[src/rtl/vram_arbiter_if.sv]
// VRAM arbiter bus: display read port, two write ports and the single-port RAM side.
// master = requesters plus RAM; slave = the arbiter.
interface vram_arbiter_if #(
  parameter int ADDR_W = 16,
  parameter int DATA_W = 15
);
  logic              disp_req;
  logic [ADDR_W-1:0] disp_addr;
  logic [DATA_W-1:0] disp_data;
  logic              disp_valid;

  logic              wa_valid;
  logic [ADDR_W-1:0] wa_addr;
  logic [DATA_W-1:0] wa_data;
  logic              wa_ready;

  logic              wb_valid;
  logic [ADDR_W-1:0] wb_addr;
  logic [DATA_W-1:0] wb_data;
  logic              wb_ready;

  logic [ADDR_W-1:0] ram_addr;
  logic [DATA_W-1:0] ram_wdata;
  logic              ram_we;
  logic [DATA_W-1:0] ram_rdata;

  modport master (
    output disp_req, disp_addr,
    input  disp_data, disp_valid,
    output wa_valid, wa_addr, wa_data,
    input  wa_ready,
    output wb_valid, wb_addr, wb_data,
    input  wb_ready,
    input  ram_addr, ram_wdata, ram_we,
    output ram_rdata
  );

  modport slave (
    input  disp_req, disp_addr,
    output disp_data, disp_valid,
    input  wa_valid, wa_addr, wa_data,
    output wa_ready,
    input  wb_valid, wb_addr, wb_data,
    output wb_ready,
    output ram_addr, ram_wdata, ram_we,
    input  ram_rdata
  );
endinterface

[src/rtl/vram_arbiter.sv]
// Single-port VRAM arbiter: display reads pre-empt two round-robin writers; read data 2 cycles after request.
// Writers are back-pressured via wa_ready/wb_ready (no write buffering); the display is never stalled.
module vram_arbiter #(
  parameter int ADDR_W  = 16,
  parameter int DATA_W  = 15,
  parameter int STALL_W = 16
) (
  input  logic               clock,
  input  logic               reset,
  vram_arbiter_if.slave      bus,
  output logic [STALL_W-1:0] wr_stall_cnt
);

  localparam logic [1:0] GNT_NONE = 2'd0;
  localparam logic [1:0] GNT_DISP = 2'd1;
  localparam logic [1:0] GNT_WA   = 2'd2;
  localparam logic [1:0] GNT_WB   = 2'd3;

  localparam logic [STALL_W-1:0] STALL_MAX = {STALL_W{1'b1}};
  localparam logic [STALL_W-1:0] STALL_ONE = {{(STALL_W-1){1'b0}}, 1'b1};

  logic [1:0]        grant;
  logic              prio_b;
  logic              rd_inflight;
  logic              disp_valid_q;
  logic [DATA_W-1:0] disp_data_q;
  logic [ADDR_W-1:0] ram_addr_c;
  logic [DATA_W-1:0] ram_wdata_c;
  logic              ram_we_c;
  logic              wr_stall;

  // prio_b selects which writer wins only when both are requesting
  always_comb begin
    grant = GNT_NONE;
    if (!reset) begin
      if (bus.disp_req) begin
        grant = GNT_DISP;
      end else if (bus.wa_valid && bus.wb_valid) begin
        grant = prio_b ? GNT_WB : GNT_WA;
      end else if (bus.wa_valid) begin
        grant = GNT_WA;
      end else if (bus.wb_valid) begin
        grant = GNT_WB;
      end
    end
  end

  always_comb begin
    ram_addr_c  = '0;
    ram_wdata_c = '0;
    ram_we_c    = 1'b0;
    case (grant)
      GNT_DISP: begin
        ram_addr_c = bus.disp_addr;
      end
      GNT_WA: begin
        ram_addr_c  = bus.wa_addr;
        ram_wdata_c = bus.wa_data;
        ram_we_c    = 1'b1;
      end
      GNT_WB: begin
        ram_addr_c  = bus.wb_addr;
        ram_wdata_c = bus.wb_data;
        ram_we_c    = 1'b1;
      end
      default: begin
        ram_we_c = 1'b0;
      end
    endcase
  end

  assign bus.ram_addr  = ram_addr_c;
  assign bus.ram_wdata = ram_wdata_c;
  assign bus.ram_we    = ram_we_c;
  assign bus.wa_ready  = (grant == GNT_WA);
  assign bus.wb_ready  = (grant == GNT_WB);

  always_ff @(posedge clock) begin
    if (reset) begin
      prio_b <= 1'b0;
    end else if (grant == GNT_WA) begin
      prio_b <= 1'b1;
    end else if (grant == GNT_WB) begin
      prio_b <= 1'b0;
    end
  end

  // Stage 1 marks the RAM read in flight; stage 2 captures ram_rdata.
  always_ff @(posedge clock) begin
    if (reset) begin
      rd_inflight  <= 1'b0;
      disp_valid_q <= 1'b0;
      disp_data_q  <= '0;
    end else begin
      rd_inflight  <= (grant == GNT_DISP);
      disp_valid_q <= rd_inflight;
      if (rd_inflight) begin
        disp_data_q <= bus.ram_rdata;
      end
    end
  end

  assign bus.disp_valid = disp_valid_q;
  assign bus.disp_data  = disp_data_q;

  assign wr_stall = (bus.wa_valid || bus.wb_valid) && !(grant == GNT_WA || grant == GNT_WB);

  always_ff @(posedge clock) begin
    if (reset) begin
      wr_stall_cnt <= '0;
    end else if (wr_stall && (wr_stall_cnt != STALL_MAX)) begin
      wr_stall_cnt <= wr_stall_cnt + STALL_ONE;
    end
  end

endmodule

[src/flat_wrapper.sv]
// flat-port wrapper written by rule: the top's interface ports become plain ports
module vram_arbiter_flat 
#(
  parameter int ADDR_W  = 16,
  parameter int DATA_W  = 15,
  parameter int STALL_W = 16
)
  (clock, reset, wr_stall_cnt, bus_disp_req, bus_disp_addr, bus_disp_data, bus_disp_valid, bus_wa_valid, bus_wa_addr, bus_wa_data, bus_wa_ready, bus_wb_valid, bus_wb_addr, bus_wb_data, bus_wb_ready, bus_ram_addr, bus_ram_wdata, bus_ram_we, bus_ram_rdata);
  vram_arbiter_if #(.ADDR_W(ADDR_W), .DATA_W(DATA_W)) bus_i ();
  input  logic clock;
  input  logic reset;
  output logic [STALL_W-1:0] wr_stall_cnt;
  input wire logic [$bits(bus_i.disp_req)-1:0] bus_disp_req;
  input wire logic [$bits(bus_i.disp_addr)-1:0] bus_disp_addr;
  output wire logic [$bits(bus_i.disp_data)-1:0] bus_disp_data;
  output wire logic [$bits(bus_i.disp_valid)-1:0] bus_disp_valid;
  input wire logic [$bits(bus_i.wa_valid)-1:0] bus_wa_valid;
  input wire logic [$bits(bus_i.wa_addr)-1:0] bus_wa_addr;
  input wire logic [$bits(bus_i.wa_data)-1:0] bus_wa_data;
  output wire logic [$bits(bus_i.wa_ready)-1:0] bus_wa_ready;
  input wire logic [$bits(bus_i.wb_valid)-1:0] bus_wb_valid;
  input wire logic [$bits(bus_i.wb_addr)-1:0] bus_wb_addr;
  input wire logic [$bits(bus_i.wb_data)-1:0] bus_wb_data;
  output wire logic [$bits(bus_i.wb_ready)-1:0] bus_wb_ready;
  output wire logic [$bits(bus_i.ram_addr)-1:0] bus_ram_addr;
  output wire logic [$bits(bus_i.ram_wdata)-1:0] bus_ram_wdata;
  output wire logic [$bits(bus_i.ram_we)-1:0] bus_ram_we;
  input wire logic [$bits(bus_i.ram_rdata)-1:0] bus_ram_rdata;
  assign bus_i.disp_req = bus_disp_req;
  assign bus_i.disp_addr = bus_disp_addr;
  assign bus_disp_data = bus_i.disp_data;
  assign bus_disp_valid = bus_i.disp_valid;
  assign bus_i.wa_valid = bus_wa_valid;
  assign bus_i.wa_addr = bus_wa_addr;
  assign bus_i.wa_data = bus_wa_data;
  assign bus_wa_ready = bus_i.wa_ready;
  assign bus_i.wb_valid = bus_wb_valid;
  assign bus_i.wb_addr = bus_wb_addr;
  assign bus_i.wb_data = bus_wb_data;
  assign bus_wb_ready = bus_i.wb_ready;
  assign bus_ram_addr = bus_i.ram_addr;
  assign bus_ram_wdata = bus_i.ram_wdata;
  assign bus_ram_we = bus_i.ram_we;
  assign bus_i.ram_rdata = bus_ram_rdata;
  vram_arbiter #(.ADDR_W(ADDR_W), .DATA_W(DATA_W), .STALL_W(STALL_W)) u_core (.clock(clock), .reset(reset), .bus(bus_i), .wr_stall_cnt(wr_stall_cnt));
endmodule
[config.mk]
export PLATFORM = sky130hd
export DESIGN_NAME = vram_arbiter_flat
export DESIGN_NICKNAME = d
export VERILOG_FILES = /design/src/rtl/vram_arbiter_if.sv /design/src/rtl/vram_arbiter.sv /design/src/flat_wrapper.sv
export SDC_FILE = /design/constraint.sdc
export NUM_CORES = 1
export LEC_CHECK = 0
export CORE_ASPECT_RATIO = 1.4
export CORE_MARGIN = 3
export CORE_UTILIZATION = 25
export CTS_CLUSTER_DIAMETER = 120
export DETAILED_ROUTE_END_ITERATION = 7
export PLACE_DENSITY = 0.73
export SETUP_SLACK_MARGIN = 0.02
export SLEW_MARGIN = 20
export SYNTH_ARGS = -nofsm -noshare
export SYNTH_HDL_FRONTEND = slang
export SYNTH_SLANG_ARGS = --single-unit
[constraint.sdc]
create_clock -name clock -period 2.7 [get_ports clock]
set_clock_uncertainty 0.1 [all_clocks]
set_input_delay 0.405 -clock clock [delete_from_list [all_inputs] [get_ports clock]]
set_output_delay 0.405 -clock clock [all_outputs]
set_load 0.01 [all_outputs]
==> impl_metrics.py <==
metrics = {
    "status": {
        "status": "finished, final reports clean",
    },
    "placed_design": {
        "placement.io_buffers": 163,
        "routabilityCongestion": 0.756,
        "hpwl_um": 5750,
        "post-place-cells": 474,
        "dp_worst_setup_slack_ps": -169,
    },
    "floorplan": {
        "die_area_mm2": 0.00870,
        "floorplan.initialDensity_pct": 25.8,
        "horizontal_extent_of_the_die_um": 79.7,
        "design.core.area_mm2": 0.00736,
        "die_h_um": 109,
        "io-pin-count": 164,
        "rows": 37,
    },
    "logic_synthesis": {
        "synth_largest_area_cell": "dfxtp_1",
        "syn_nets": 315,
        "yosys_register_bits": 34,
        "share_of_yosys_cell_area_claimed_by_the_top_area_cell_type_pct": 35.8,
        "ys_warn_count": 0,
        "synth_enable_flop_cells": 0,
        "synth_cell_types": 34,
        "synth-async-reset-ratio_pct": 0,
        "syn-instance-count": 216,
        "yosys_most_used_dff": "dfxtp_1",
        "synth.top_cells.by_count": "dfxtp_1 (34), nor2_1 (21), and2_1 (17), clkbuf_1 (17), a221o_1 (16)",
        "post_synth_main_area_contributors": "dfxtp_1 (36%), a221o_1 (8.4%), mux2i_1 (7.9%)",
        "post_synth.cell_area_avg_um2": 8.80,
        "synthesis.area_mm2": 0.00190,
        "synthMostInstantiatedCell": "dfxtp_1",
        "ys_seq_area_share_pct": 35.8,
    },
    "finish": {
        "area_growth_pct": 103,
        "fillers": 678,
        "final_cells": 484,
        "diodes": 0,
        "fin_nets": 486,
        "finalCoreUtilization_pct": 52.5,
        "drive_gt1_share_pct": 10.1,
    },
    "detailed_routing": {
        "detail_route.wl_per_cell_um": 15.6,
        "final_antenna_net_count": 0,
        "number_of_search_and_repair_iterations_in_the_first_detailed_routing_pass": 5,
        "drt_iter0_markers": 72,
        "via_count_of_the_routed_design": 2418,
        "drt-total-wl_um": 7540,
        "drc": 0,
        "routed_via_density": 5.00,
    },
    "setup_path": {
        "crit_path_start_kind": "input pin",
        "r2r-start": "u_core.wr_stall_cnt[0]",
        "register_to_register_path_depth": 5,
        "worstSetupPathType": "input pin to output pin",
        "req_time_crit_path_ps": 2190,
        "worstPathArrival_ps": 2060,
        "setup.reg_to_reg.worst_slack_ps": 440,
        "setup.worst_path.end_class": "output pin",
        "cp_max_fo": 9,
        "worstReg2RegEnd": "u_core.wr_stall_cnt[5]",
    },
    "sta": {
        "grt_setup_unrepaired": "no",
        "hold_fails_final_rpt": 0,
        "maxSlewViolCount": 0,
        "worst_slew_pin_slew_ps": 866,
        "max_freq_mhz": 390,
        "timing.final.crit_share_pct": 95.1,
        "postLayoutSetupSlackWorst_ps": 134,
        "fin_setup_tns_ps": 0,
        "maxSlewHeadroom_pct": 42.2,
        "period_minus_slack_ps": 2570,
        "setup-violations-final": 0,
    },
    "global_route": {
        "overflow_left_after_global_routing": 0,
        "antenna_violations_before_repair": 0,
        "global_route_wire_length_before_repair_um": 10800,
        "grt_pass1_vias": 2185,
        "grt.total_usage_pct": 15.5,
        "grt_max_degree": 33,
    },
    "hold_path": {
        "hold-path-endpoint": "u_core.bus.disp_data[13]",
        "hold_startpoint": "u_core.bus.disp_data[13]",
        "whs_path_depth": 2,
        "hp-class": "flop to flop",
    },
    "clocking": {
        "h_tree_levels": 2,
        "ctsLongestPathBuffers": 2,
        "numCtsBuffers": 5,
        "cts_num_sinks": 34,
        "clk_transition_reported_paths_ps": 70,
        "clk-insertion-delay-late_ps": 280,
        "clock_tree_from_tritoncts": "built",
        "clock_tree.root_cell": "clkbuf_8",
    },
    "power_and_ir_drop": {
        "vdd_ir_drop_max_uv": 384,
        "power.density_cell_area_mw_per_mm2": 357,
        "p_leak_uw": 0.00157,
    },
    "flow_run": {
        "maxCapViolations": 0,
    },
}
layout make-up:
| cell class | instances | area (µm²) | area share, % |
|---|---|---|---|
| Tap cell | 97 | 121 | 3.14 |
| Clock buffer | 6 | 82.6 | 2.14 |
| Inverter | 3 | 11.3 | 0.291 |
| Multi-Input combinational cell | 161 | 1170 | 30.2 |
| Sequential cell | 34 | 681 | 17.6 |
| Timing Repair Buffer | 182 | 1780 | 45.9 |
| Clock inverter | 1 | 30.0 | 0.776 |
power breakdown:
group	internal (µW)	switching [µW]	leakage (µW)
Combinational	245	126	0.00123
Sequential	518	16.3	0.000277
Clock	295	181	0.0000573
Total	1060	324	0.00157
how the worst max path moves through the flow:
stage / start / slack, ps / cells after the start / endpoint
final: bus_disp_req / 130 / 7 / bus_ram_addr[3]
after global routing: bus_disp_req / 70 / 7 / bus_ram_addr[3]
after CTS: bus_wa_valid / -110 / 7 / bus_ram_addr[5]
after detailed placement: bus_wa_valid / -170 / 7 / bus_ram_addr[4]
after global placement: bus_disp_req / -120 / 6 / bus_ram_addr[5]
after floorplan: bus_disp_req / 530 / 5 / bus_ram_wdata[0]
sequential cells by signal, indices dropped and copies added, names as in the netlist:
| name | count |
|---|---|
| u_core.prio_b | 1 |
| u_core.rd_inflight | 1 |
| u_core.bus.disp_valid | 1 |
| u_core.wr_stall_cnt | 16 |
| u_core.bus.disp_data | 15 |
cell usage in the layout, fill, tap and decap left out, drive strengths merged:
master / count
o31a: 1
nand4: 3
nand2: 6
o41ai: 1
nor2: 21
buf: 18
o22ai: 1
mux2i: 15
clkbuf: 7
and2: 17
a221o: 16
mux2: 3
nor4: 3
dfxtp: 34
bufinv: 1
or3: 3
a311oi: 1
dlygate4sd2: 30
or4: 10
dlymetal6s2s: 3
nor2b: 4
a22o: 15
or4b: 1
nor3: 2
o31ai: 7
and4bb: 1
and3: 1
o21ba: 1
nand3: 6
o211ai: 1
and4: 1
or3b: 1
ha: 1
o21ai: 5
inv: 3
clkdlybuf4s50: 130
a21oi: 13
repair_timing:
action / CTS / global route
buffers inserted: 0 / 1
endpoints found under the setup margin: 32 / 2
hold buffers: 0 / 0
gates resized for setup: 32 / 8
pin swaps: 1 / 1
gates cloned: 0 / 2
critical path: stages:
cell             delay, ps
clkdlybuf4s50_1        490
buf_4                  180
nor3_4                 230
buf_6                  140
buf_4                  160
a221o_1                150
dlygate4sd2_1          300
cells by family after synthesis:
family                   count (synthesis)  share of synthesized area (%)
AO/OA/AOI/OAI                           62                           25.8
flip-flops                              34                           35.8
buffers and inverters                   21                           4.15
AND/OR/NAND/NOR                         80                           23.9
adder cells (fa/ha/maj)                  1                          0.658
multiplexers                            18                           9.68
per-stage QoR:
step                      total power (µW)  area (µm²)  hold slack, ps
final                                 1380        3870             395
after global routing                  1450        3870             441
after global placement                 923        3720             356
after detailed placement               929        3720             379
after floorplan                        660        1900             343
after CTS                             1390        3800             398
layer usage:
layer	vias to the layer above	wire length [µm]	track usage (%)
met5	-	0	0
met4	0	70	3.81
met1	1131	2780	16.6
met2	111	3920	28.7
li1	1168	-	-
met3	8	776	5.29
No activity file was read; power rests on OpenSTA's default activity.
